File: src/rtl/bfu_stage16_pkg.sv
// bfu_stage16_pkg: shared state codes, widths and saturation helper for the stage-1 SDF butterfly
package bfu_stage16_pkg;
   typedef enum logic [1:0] {IDLE = 2'b00, FIRST = 2'b01, SECOND = 2'b10, WAITING = 2'b11} state_t;
   localparam int DW_I = 8;
   localparam int DW_O = 9;
   localparam int WW = 8;
   localparam int WFRAC = 6;
   localparam int DEPTH = 16;
   localparam int IW = 5;
   localparam int PW = DW_O + WW + 1;
   localparam int RND = 1 << (WFRAC - 1);
   localparam logic signed [DW_O-1:0] SAT_MAX = {1'b0, {(DW_O-1){1'b1}}};
   localparam logic signed [DW_O-1:0] SAT_MIN = {1'b1, {(DW_O-1){1'b0}}};
   function automatic logic signed [DW_O-1:0] sat(input logic signed [PW-1:0] v);
      return (v > PW'(SAT_MAX)) ? SAT_MAX : (v < PW'(SAT_MIN)) ? SAT_MIN : v[DW_O-1:0];
   endfunction
endpackage

File: src/rtl/bfu_stage16_if.sv
// bfu_stage16_if: control/sample input bus and butterfly result bus
interface bfu_stage16_if;
   import bfu_stage16_pkg::*;
   state_t                  state_i;
   logic signed [DW_I-1:0]  data_a_r, data_a_i;
   logic signed [WW-1:0]    WN_r, WN_i;
   logic                    valid_o;
   logic [IW-1:0]           out_idx;
   logic signed [DW_O-1:0]  data_out_r, data_out_i;
   modport master (output state_i, data_a_r, data_a_i, WN_r, WN_i,
                   input valid_o, out_idx, data_out_r, data_out_i);
   modport slave (input state_i, data_a_r, data_a_i, WN_r, WN_i,
                  output valid_o, out_idx, data_out_r, data_out_i);
endinterface

File: src/rtl/bfu_stage16_sdf_delay_line.sv
// sdf_delay_line: DEPTH-entry shift register, head is the oldest entry
module sdf_delay_line #(
   parameter int DEPTH = 16,
   parameter int WIDTH = 18
) (
   input  logic             clk,
   input  logic             rst_n,
   input  logic             en,
   input  logic [WIDTH-1:0] din,
   output logic [WIDTH-1:0] head
);
   logic [WIDTH-1:0] mem [DEPTH];
   always_ff @(posedge clk or negedge rst_n) begin
      if (!rst_n) begin
         for (int i = 0; i < DEPTH; i++) mem[i] <= '0;
      end else if (en) begin
         for (int i = 0; i < DEPTH - 1; i++) mem[i] <= mem[i+1];
         mem[DEPTH-1] <= din;
      end
   end
   assign head = mem[0];
endmodule

File: src/rtl/bfu_stage16.sv
// bfu_stage16: first-stage radix-2 SDF butterfly, emits x[k]+x[k+16] then (x[k]-x[k+16])*W^k
module bfu_stage16
   import bfu_stage16_pkg::*;
(
   input  logic           clk,
   input  logic           rst_n,
   bfu_stage16_if.slave   bus
);
   logic [2*DW_O-1:0]      head, push;
   logic signed [DW_O-1:0] hr, hi, ar, ai, g_r, g_i, d_r, d_i, p_r, p_i, nxt_r, nxt_i;
   logic signed [PW-1:0]   m_r, m_i;
   logic                   first_q;
   state_t                 st;
   assign st = bus.state_i;
   assign {hr, hi} = head;
   sdf_delay_line #(.DEPTH(DEPTH), .WIDTH(2*DW_O)) u_dl (
      .clk  (clk),
      .rst_n(rst_n),
      .en   (st != IDLE),
      .din  (push),
      .head (head)
   );
   always_comb begin
      ar = DW_O'(bus.data_a_r);
      ai = DW_O'(bus.data_a_i);
      g_r = hr + ar;
      g_i = hi + ai;
      d_r = hr - ar;
      d_i = hi - ai;
      m_r = PW'(hr) * PW'(bus.WN_r) - PW'(hi) * PW'(bus.WN_i);
      m_i = PW'(hr) * PW'(bus.WN_i) + PW'(hi) * PW'(bus.WN_r);
      p_r = sat((m_r + PW'(RND)) >>> WFRAC);
      p_i = sat((m_i + PW'(RND)) >>> WFRAC);
      // SECOND pushes zeros so the line is already empty for a back-to-back frame
      push = (st == WAITING) ? {ar, ai} : (st == FIRST) ? {d_r, d_i} : '0;
      nxt_r = (st == FIRST) ? g_r : (st == SECOND) ? p_r : '0;
      nxt_i = (st == FIRST) ? g_i : (st == SECOND) ? p_i : '0;
   end
   always_ff @(posedge clk or negedge rst_n) begin
      if (!rst_n) begin
         bus.valid_o    <= 1'b0;
         bus.out_idx    <= '0;
         bus.data_out_r <= '0;
         bus.data_out_i <= '0;
         first_q        <= 1'b0;
      end else begin
         bus.valid_o    <= (st == FIRST) || (st == SECOND);
         bus.data_out_r <= nxt_r;
         bus.data_out_i <= nxt_i;
         first_q        <= st == FIRST;
         if (st == FIRST && !first_q) bus.out_idx <= '0;
         else if (st == FIRST || st == SECOND) bus.out_idx <= bus.out_idx + IW'(1);
      end
   end
endmodule

File: src/flat_wrapper.sv
// flat-port wrapper written by rule: the top's interface ports become plain ports
module bfu_stage16_flat import bfu_stage16_pkg::*;
  (clk, rst_n, bus_state_i, bus_data_a_r, bus_data_a_i, bus_WN_r, bus_WN_i, bus_valid_o, bus_out_idx, bus_data_out_r, bus_data_out_i);
  bfu_stage16_if bus_i ();
  input  logic clk;
  input  logic rst_n;
  input wire logic [$bits(bus_i.state_i)-1:0] bus_state_i;
  input wire logic [$bits(bus_i.data_a_r)-1:0] bus_data_a_r;
  input wire logic [$bits(bus_i.data_a_i)-1:0] bus_data_a_i;
  input wire logic [$bits(bus_i.WN_r)-1:0] bus_WN_r;
  input wire logic [$bits(bus_i.WN_i)-1:0] bus_WN_i;
  output wire logic [$bits(bus_i.valid_o)-1:0] bus_valid_o;
  output wire logic [$bits(bus_i.out_idx)-1:0] bus_out_idx;
  output wire logic [$bits(bus_i.data_out_r)-1:0] bus_data_out_r;
  output wire logic [$bits(bus_i.data_out_i)-1:0] bus_data_out_i;
  assign bus_i.state_i = bus_state_i;
  assign bus_i.data_a_r = bus_data_a_r;
  assign bus_i.data_a_i = bus_data_a_i;
  assign bus_i.WN_r = bus_WN_r;
  assign bus_i.WN_i = bus_WN_i;
  assign bus_valid_o = bus_i.valid_o;
  assign bus_out_idx = bus_i.out_idx;
  assign bus_data_out_r = bus_i.data_out_r;
  assign bus_data_out_i = bus_i.data_out_i;
  bfu_stage16 u_core (.clk(clk), .rst_n(rst_n), .bus(bus_i));
endmodule
File: config.mk
export PLATFORM = sky130hd
export DESIGN_NAME = bfu_stage16_flat
export DESIGN_NICKNAME = d
export VERILOG_FILES = /design/src/rtl/bfu_stage16_pkg.sv /design/src/rtl/bfu_stage16_if.sv /design/src/rtl/bfu_stage16_sdf_delay_line.sv /design/src/rtl/bfu_stage16.sv /design/src/flat_wrapper.sv
export SDC_FILE = /design/constraint.sdc
export NUM_CORES = 1
export LEC_CHECK = 0
export ABC_CLOCK_PERIOD_IN_PS = 9500
export CELL_PAD_IN_SITES_DETAIL_PLACEMENT = 1
export CELL_PAD_IN_SITES_GLOBAL_PLACEMENT = 1
export CORE_UTILIZATION = 34
export CTS_CLUSTER_SIZE = 25
export DETAILED_ROUTE_END_ITERATION = 10
export PLACE_DENSITY_LB_ADDON = 0.3
export SLEW_MARGIN = 25
export SYNTH_ARGS = -nofsm -noshare
export SYNTH_HDL_FRONTEND = slang
export SYNTH_SLANG_ARGS = --single-unit
File: constraint.sdc
create_clock -name clk -period 9.5 [get_ports clk]
set_input_delay 1.9 -clock clk [delete_from_list [all_inputs] [get_ports clk]]
set_output_delay 1.9 -clock clk [all_outputs]
set_load 0.01 [all_outputs]
==> results of run 1 <==
logic make-up after synthesis:
group                      after synthesis  synth area share, %
buffers and inverters                  490                 7.31
DFF                                    313                 31.0
and+or+nand+nor                        443                 8.77
adders and majority gates              471                 30.7
muxes                                  260                 11.6
xor gates and xnor gates               124                 4.33
AOI/OAI and AO/OA                      223                 6.19
cell usage after synthesis, drive strengths merged (11+ instances only):
cell type / count
inv: 409
dfrtp: 313
mux2: 259
fa: 248
ha: 223
and2: 154
nand2: 138
xnor2: 96
clkbuf: 77
nor2: 74
a21oi: 69
o21ai: 35
xor2: 28
o21bai: 26
nand3: 16
a21o: 14
nor2b: 14
nor3: 12
a221oi: 11
nand2b: 11
worst register-to-register path, stage by stage, from the launching register on:
cell       delay (ns)
dfrtp_1          0.73
inv_1            0.36
nand2_1          0.19
fa_1             0.47
fa_1             0.59
inv_1            0.07
fa_1             0.51
fa_1             0.50
ha_1             0.35
a21oi_1          0.22
o21bai_1         0.10
a21oi_1          0.23
nor2b_1          0.10
o2111ai_1        0.18
nand3_1          0.13
o41a_1           0.35
xnor2_1          0.19
ha_1             0.27
ha_1             0.35
o21ai_0          0.21
nor2_1           0.10
nor2_1           0.18
o31ai_4          0.11
xor2_2           0.19
and4b_1          0.33
a221o_2          0.34
cell type report:
class	instances	area, um^2
flip-flops and latches	313	7830
fillers	7948	45000
repair buffers	94	923
clock buffers	36	845
diodes	1	2.50
inverters	410	1540
multi-input cells	1521	15600
well taps	959	1200
clock inverters	19	348
layer usage:
layer  GRT usage, %  share of wire, %  vias to the layer above
li1               -                 -                     7527
met1           21.3                45                     8355
met2           29.1                50                      179
met3           2.01               3.2                       76
met4           3.25               2.0                        8
met5              0             0.087                        -
metrics by stage:
stage | setup slack [ns] | utilization, % | cell area (um^2)
final | 0.748 | 38.6 | 28300
after detailed placement | 0.132 | 36.9 | 27000
after global placement | 0.313 | 36.9 | 27000
after floorplan | 1.34 | - | 25200
after CTS | 0.716 | 38.5 | 28200
after global routing | 0.219 | 38.6 | 28300
registers in the layout, summed over array words and instances, names as in the netlist:
name	flops
u_core.bus.valid_o	1
u_core.u_dl.mem	270
u_core.first_q	1
u_core.bus.data_out_i	9
u_core.u_dl.head	18
u_core.bus.data_out_r	9
u_core.bus.out_idx	5
worst min-delay path by stage:
stage / from / to / slack (ns)
2_1_floorplan: u_core.u_dl.mem[0] / u_core.u_dl.mem[0] / 0.45
4_1_cts: u_core.u_dl.mem[17] / u_core.u_dl.mem[17] / 0.49
3_3_place_gp: u_core.u_dl.mem[33] / u_core.u_dl.mem[33] / 0.46
5_1_grt: u_core.u_dl.mem[7] / u_core.u_dl.mem[7] / 0.51
6_report: u_core.u_dl.mem[0] / u_core.u_dl.mem[0] / 0.49
3_5_place_dp: u_core.u_dl.mem[17] / u_core.u_dl.mem[17] / 0.47
==> out/results.txt, run 1 <==
Reg2reg end - u_core.bus.data_out_i[3]
Commonest non-fill, non-tap cell in the layout - inv_1
CP cell instances - clkdlybuf4s50_1, inv_1, nor2_1, fa_1, fa_1, fa_1, fa_1, ha_1, a21oi_1, nor2b_1, o2111ai_1, nand3_1, o41a_1, xor2_1, ha_1, ha_1, o21ai_0, nor2_1, nor2_1, o31ai_4, xor2_2, and4b_1, a221o_2
Crit path capture - u_core.bus.data_out_i[3]
Initial drt markers - 675
Status - complete, but fails checks
Crit path from - bus_WN_i[7]
Worst Path Required - 9.94 ns
Maximum number of pins on one net before global-route repair - 201
Synth top area share - 31.0%
Initial Util - 34.5%
Placed Instances - 3295
WL/cell - 17.5 um
Worst-margin pin slew - 1.04 ns
Top Family by Delay on Critical Path - adder cells
Drt total wl - 58.7 mm
Initial antenna violation count - 7
RSZ-0062 raised after global routing - no
CP endpoint kind - register
Area grow syn2layout - 12.0%
CP max stage delay - 0.57 ns
Fraction of layout cells with a size suffix above 1 - 15.4%
Most frequent cells in the layout - inv_1, dfrtp_1, mux2_2
Nets@finish - 2877
Data arrival time of the critical path - 9.19 ns
Final Critical Period - 8.75 ns
Slowest library cell on the worst path - clkdlybuf4s50_1
Failing checks - design-rule violations
# hold bufs at CTS - 0
Setup violators final - 0
Area contributors post-synth - dfrtp_1, fa_1, mux2_2, ha_1, inv_1
Core Region - 0.0732 mm^2
First-pass GRT wire length - 98.0 mm
Synth Warn # - 0
# IOs - 60
Startpoint class of the critical path - input port
Post-synth top area cell - dfrtp_1
Worst Hold Depth - 2
Total number of vias - 16100
Clock Sinks - 313
Synth unique cells - 59
Max cap viols - 0
Most used DFF post-synth - dfrtp_1
Reg-to-reg critical path startpoint - u_core.u_dl.head[9]
Port Buffer Count - 59
Register area share after synthesis - 31.0%
Setup Skew - 0.0125 ns
Post-synthesis register bit count - 313
Synthesized Nets - 2831
Cell Area, Synth - 0.0252 mm^2
Fin Hold WS - 0.486 ns
Setup TNS - 0 ns
Crit share post-route - 92.1%
Num CTS Buffers - 30
F_max - 0.114 GHz
Tot GR Track Use - 16.4%
# DRC - 12
Worst skew pair latency - 0.56 ns
Synth Instances - 2324
Cell row count - 99
Setup Buffers After CTS - 0
CTS tree - built
Buf/Inv on CP - 2
DIE WIDTH - 274 um
Gpl congestion - 0.841
Drt pass-1 iters - 8
Clock transition at path regs - 0.06 ns
Critical Path Stages - 23
Post-synth EDFFs - 0
Reg2reg setup slack - 2.04 ns
Post-Synthesis Mean Instance Area - 10.9 um^2
Async S/R FF share, synth - 100%
Worst min path class - reg2reg
CTS root buffer - clkbuf_16
R2r worst-path depth - 25
Final Non-Filler Cells - 3353
Crit path max fanout - 13
Headroom to the max-slew limit - 30.9%
Die area - 0.0753 mm^2
Fin. max-slew vios - 0
Clk buf depth - 3
Post-CTS sizing - 0
GR Overflow Total - 0
Die Ht - 274 um
HPWL Detailed - 45.9 mm
# H-tree levels - 1
Cell repeated most along the worst path - fa_1
Routed Antenna Nets - 0
Final Hold Viols - 0
WS Path Type - in2reg
Via/cell ratio - 4.82
Via count of the first global-routing pass - 18300
Power of run 1 is not shown: default switching activity piles up to over one toggle a cycle in this logic, so the estimate is an artifact.
==> run 2: changes to the inputs <==
- RECOVER_POWER: default -> 25
==> out/results.txt, run 2 (same netlist as run 1, synthesis figures left out) <==
Via count of the first global-routing pass - 18300
Worst skew pair latency - 0.56 ns
Post-place setup slack - 0.132 ns
F_max - 0.114 GHz
Worst min path class - reg2reg
HPWL Detailed - 45.9 mm
Setup Skew - 0.0127 ns
Final Hold Viols - 0
Via/cell ratio - 4.82
# IOs - 60
Setup TNS - 0 ns
Filler Cell Count - 7953
WS Path Type - in2reg
Maximum number of pins on one net before global-route repair - 201
Max cap viols - 3
Setup Buffers After CTS - 0
Crit path from - bus_WN_i[7]
Fin. max-slew vios - 184
Crit path max fanout - 13
Register area - 0.00783 mm^2
Crit share post-route - 92.2%
Fraction of layout cells with a size suffix above 1 - 15.3%
GR Overflow Total - 0
Num CTS Buffers - 30
CP endpoint kind - register
Initial drt markers - 671
Final Critical Period - 8.76 ns
Worst-margin pin slew - 3.48 ns
# DRC - 12
Initial antenna violation count - 7
Initial Util - 34.5%
Most frequent cells in the layout - inv_1, dfrtp_1, mux2_2
Tot GR Track Use - 16.4%
RSZ-0062 raised after global routing - no
Die Ht - 274 um
WL/cell - 17.5 um
Clk buf depth - 3
Data arrival time of the critical path - 9.20 ns
First-pass GRT wire length - 98.0 mm
Clock transition at path regs - 0.06 ns
Post-CTS sizing - 0
Cell row count - 99
Reg-to-reg critical path startpoint - u_core.u_dl.head[9]
# hold bufs at CTS - 0
Status - complete, but fails checks
DIE WIDTH - 274 um
Headroom to the max-slew limit - -132%
Post-DP Area - 0.0270 mm^2
Core Region - 0.0732 mm^2
Fin area - 0.0282 mm^2
CTS tree - built
CTS root buffer - clkbuf_16
Total number of vias - 16200
Die area - 0.0753 mm^2
Commonest non-fill, non-tap cell in the layout - inv_1
Gpl congestion - 0.841
# H-tree levels - 1
Drt pass-1 iters - 8
Hold Startpoint - u_core.u_dl.mem[0]
Clock Sinks - 313
Setup violators final - 0
Startpoint class of the critical path - input port
Nets@finish - 2877
Area grow syn2layout - 11.8%
Drt total wl - 58.8 mm
Routed Antenna Nets - 0
PnR worst setup slack - 0.743 ns
Biggest register - u_core.u_dl.mem
Multi-input logic area - 0.0156 mm^2
Worst Path Required - 9.94 ns
Failing checks - design-rule violations, max-capacitance violations, max-slew violations
Max FFs per register - 270
Port Buffer Count - 59
[run 2: cell types whose count changed in the layout (fill, tap and decap cells not counted), sizes merged]
cell,previous run,this run
buf,36,33
clkbuf,36,39
[run 2: metal layers]
metal / wire length [um] / track usage, % / up-vias
met5: 51 / 0 / -
met4: 1290 / 3.25 / 8
met3: 1930 / 2.01 / 74
met2: 29300 / 29.1 / 192
met1: 26200 / 21.3 / 8359
li1: - / - / 7530
[run 2: area by class of cell]
class | count | area share (%)
clock inverter | 19 | 1.23
multi-input combinational | 1521 | 55.2
inverter | 410 | 5.46
timing repair buffer | 94 | 3.09
clock buffer | 36 | 2.99
antenna | 1 | 0.00887
sequential | 313 | 27.8
tap | 959 | 4.25
[run 2: path summary, 6_finish.rpt]
check | endpoint | slack [ns] | depth (start not counted)
setup reg to reg | u_core.bus.data_out_i[3] | 2.04 | 25
setup / recovery | u_core.bus.data_out_i[3] | 0.74 | 23
min in group asynchronous | u_core.bus.out_idx[3] | 2.46 | 1
hold reg to reg | u_core.u_dl.mem[0] | 0.49 | 2
max in group asynchronous | u_core.u_dl.mem[106] | 2.51 | 2
hold / removal | u_core.u_dl.mem[0] | 0.49 | 2
[run 2: critical path: stages]
cell and delay (ns):
clkdlybuf4s50_1 0.57, inv_1 0.57, nor2_1 0.19, fa_1 0.56, fa_1 0.56, fa_1 0.56
fa_1 0.50, ha_1 0.36, a21oi_1 0.24, nor2b_1 0.10, o2111ai_1 0.18, nand3_1 0.12
o41a_1 0.34, xor2_1 0.15, ha_1 0.27, ha_1 0.36, o21ai_0 0.41, nor2_1 0.10
nor2_1 0.18, o31ai_4 0.11, xor2_2 0.19, and4b_1 0.33, a221o_2 0.34
[run 2: through the flow]
step	std cells	utilization [%]	hold slack [ns]
CTS	3350	38.5	0.489
finish	3353	38.5	0.486
floorplan	2324	-	0.449
global placement	3295	36.9	0.464
global route	3352	38.5	0.508
detailed placement	3295	36.9	0.473
Power of run 2 is left out for the same reason.
==> run 3: changes to the inputs <==
- CAP_MARGIN: default -> 5
- CTS_CLUSTER_SIZE: 25 -> default
==> results of run 3 <==
Final layout, timing and power as in run 2 (identical DEF).
Power of run 3 is left out for the same reason.
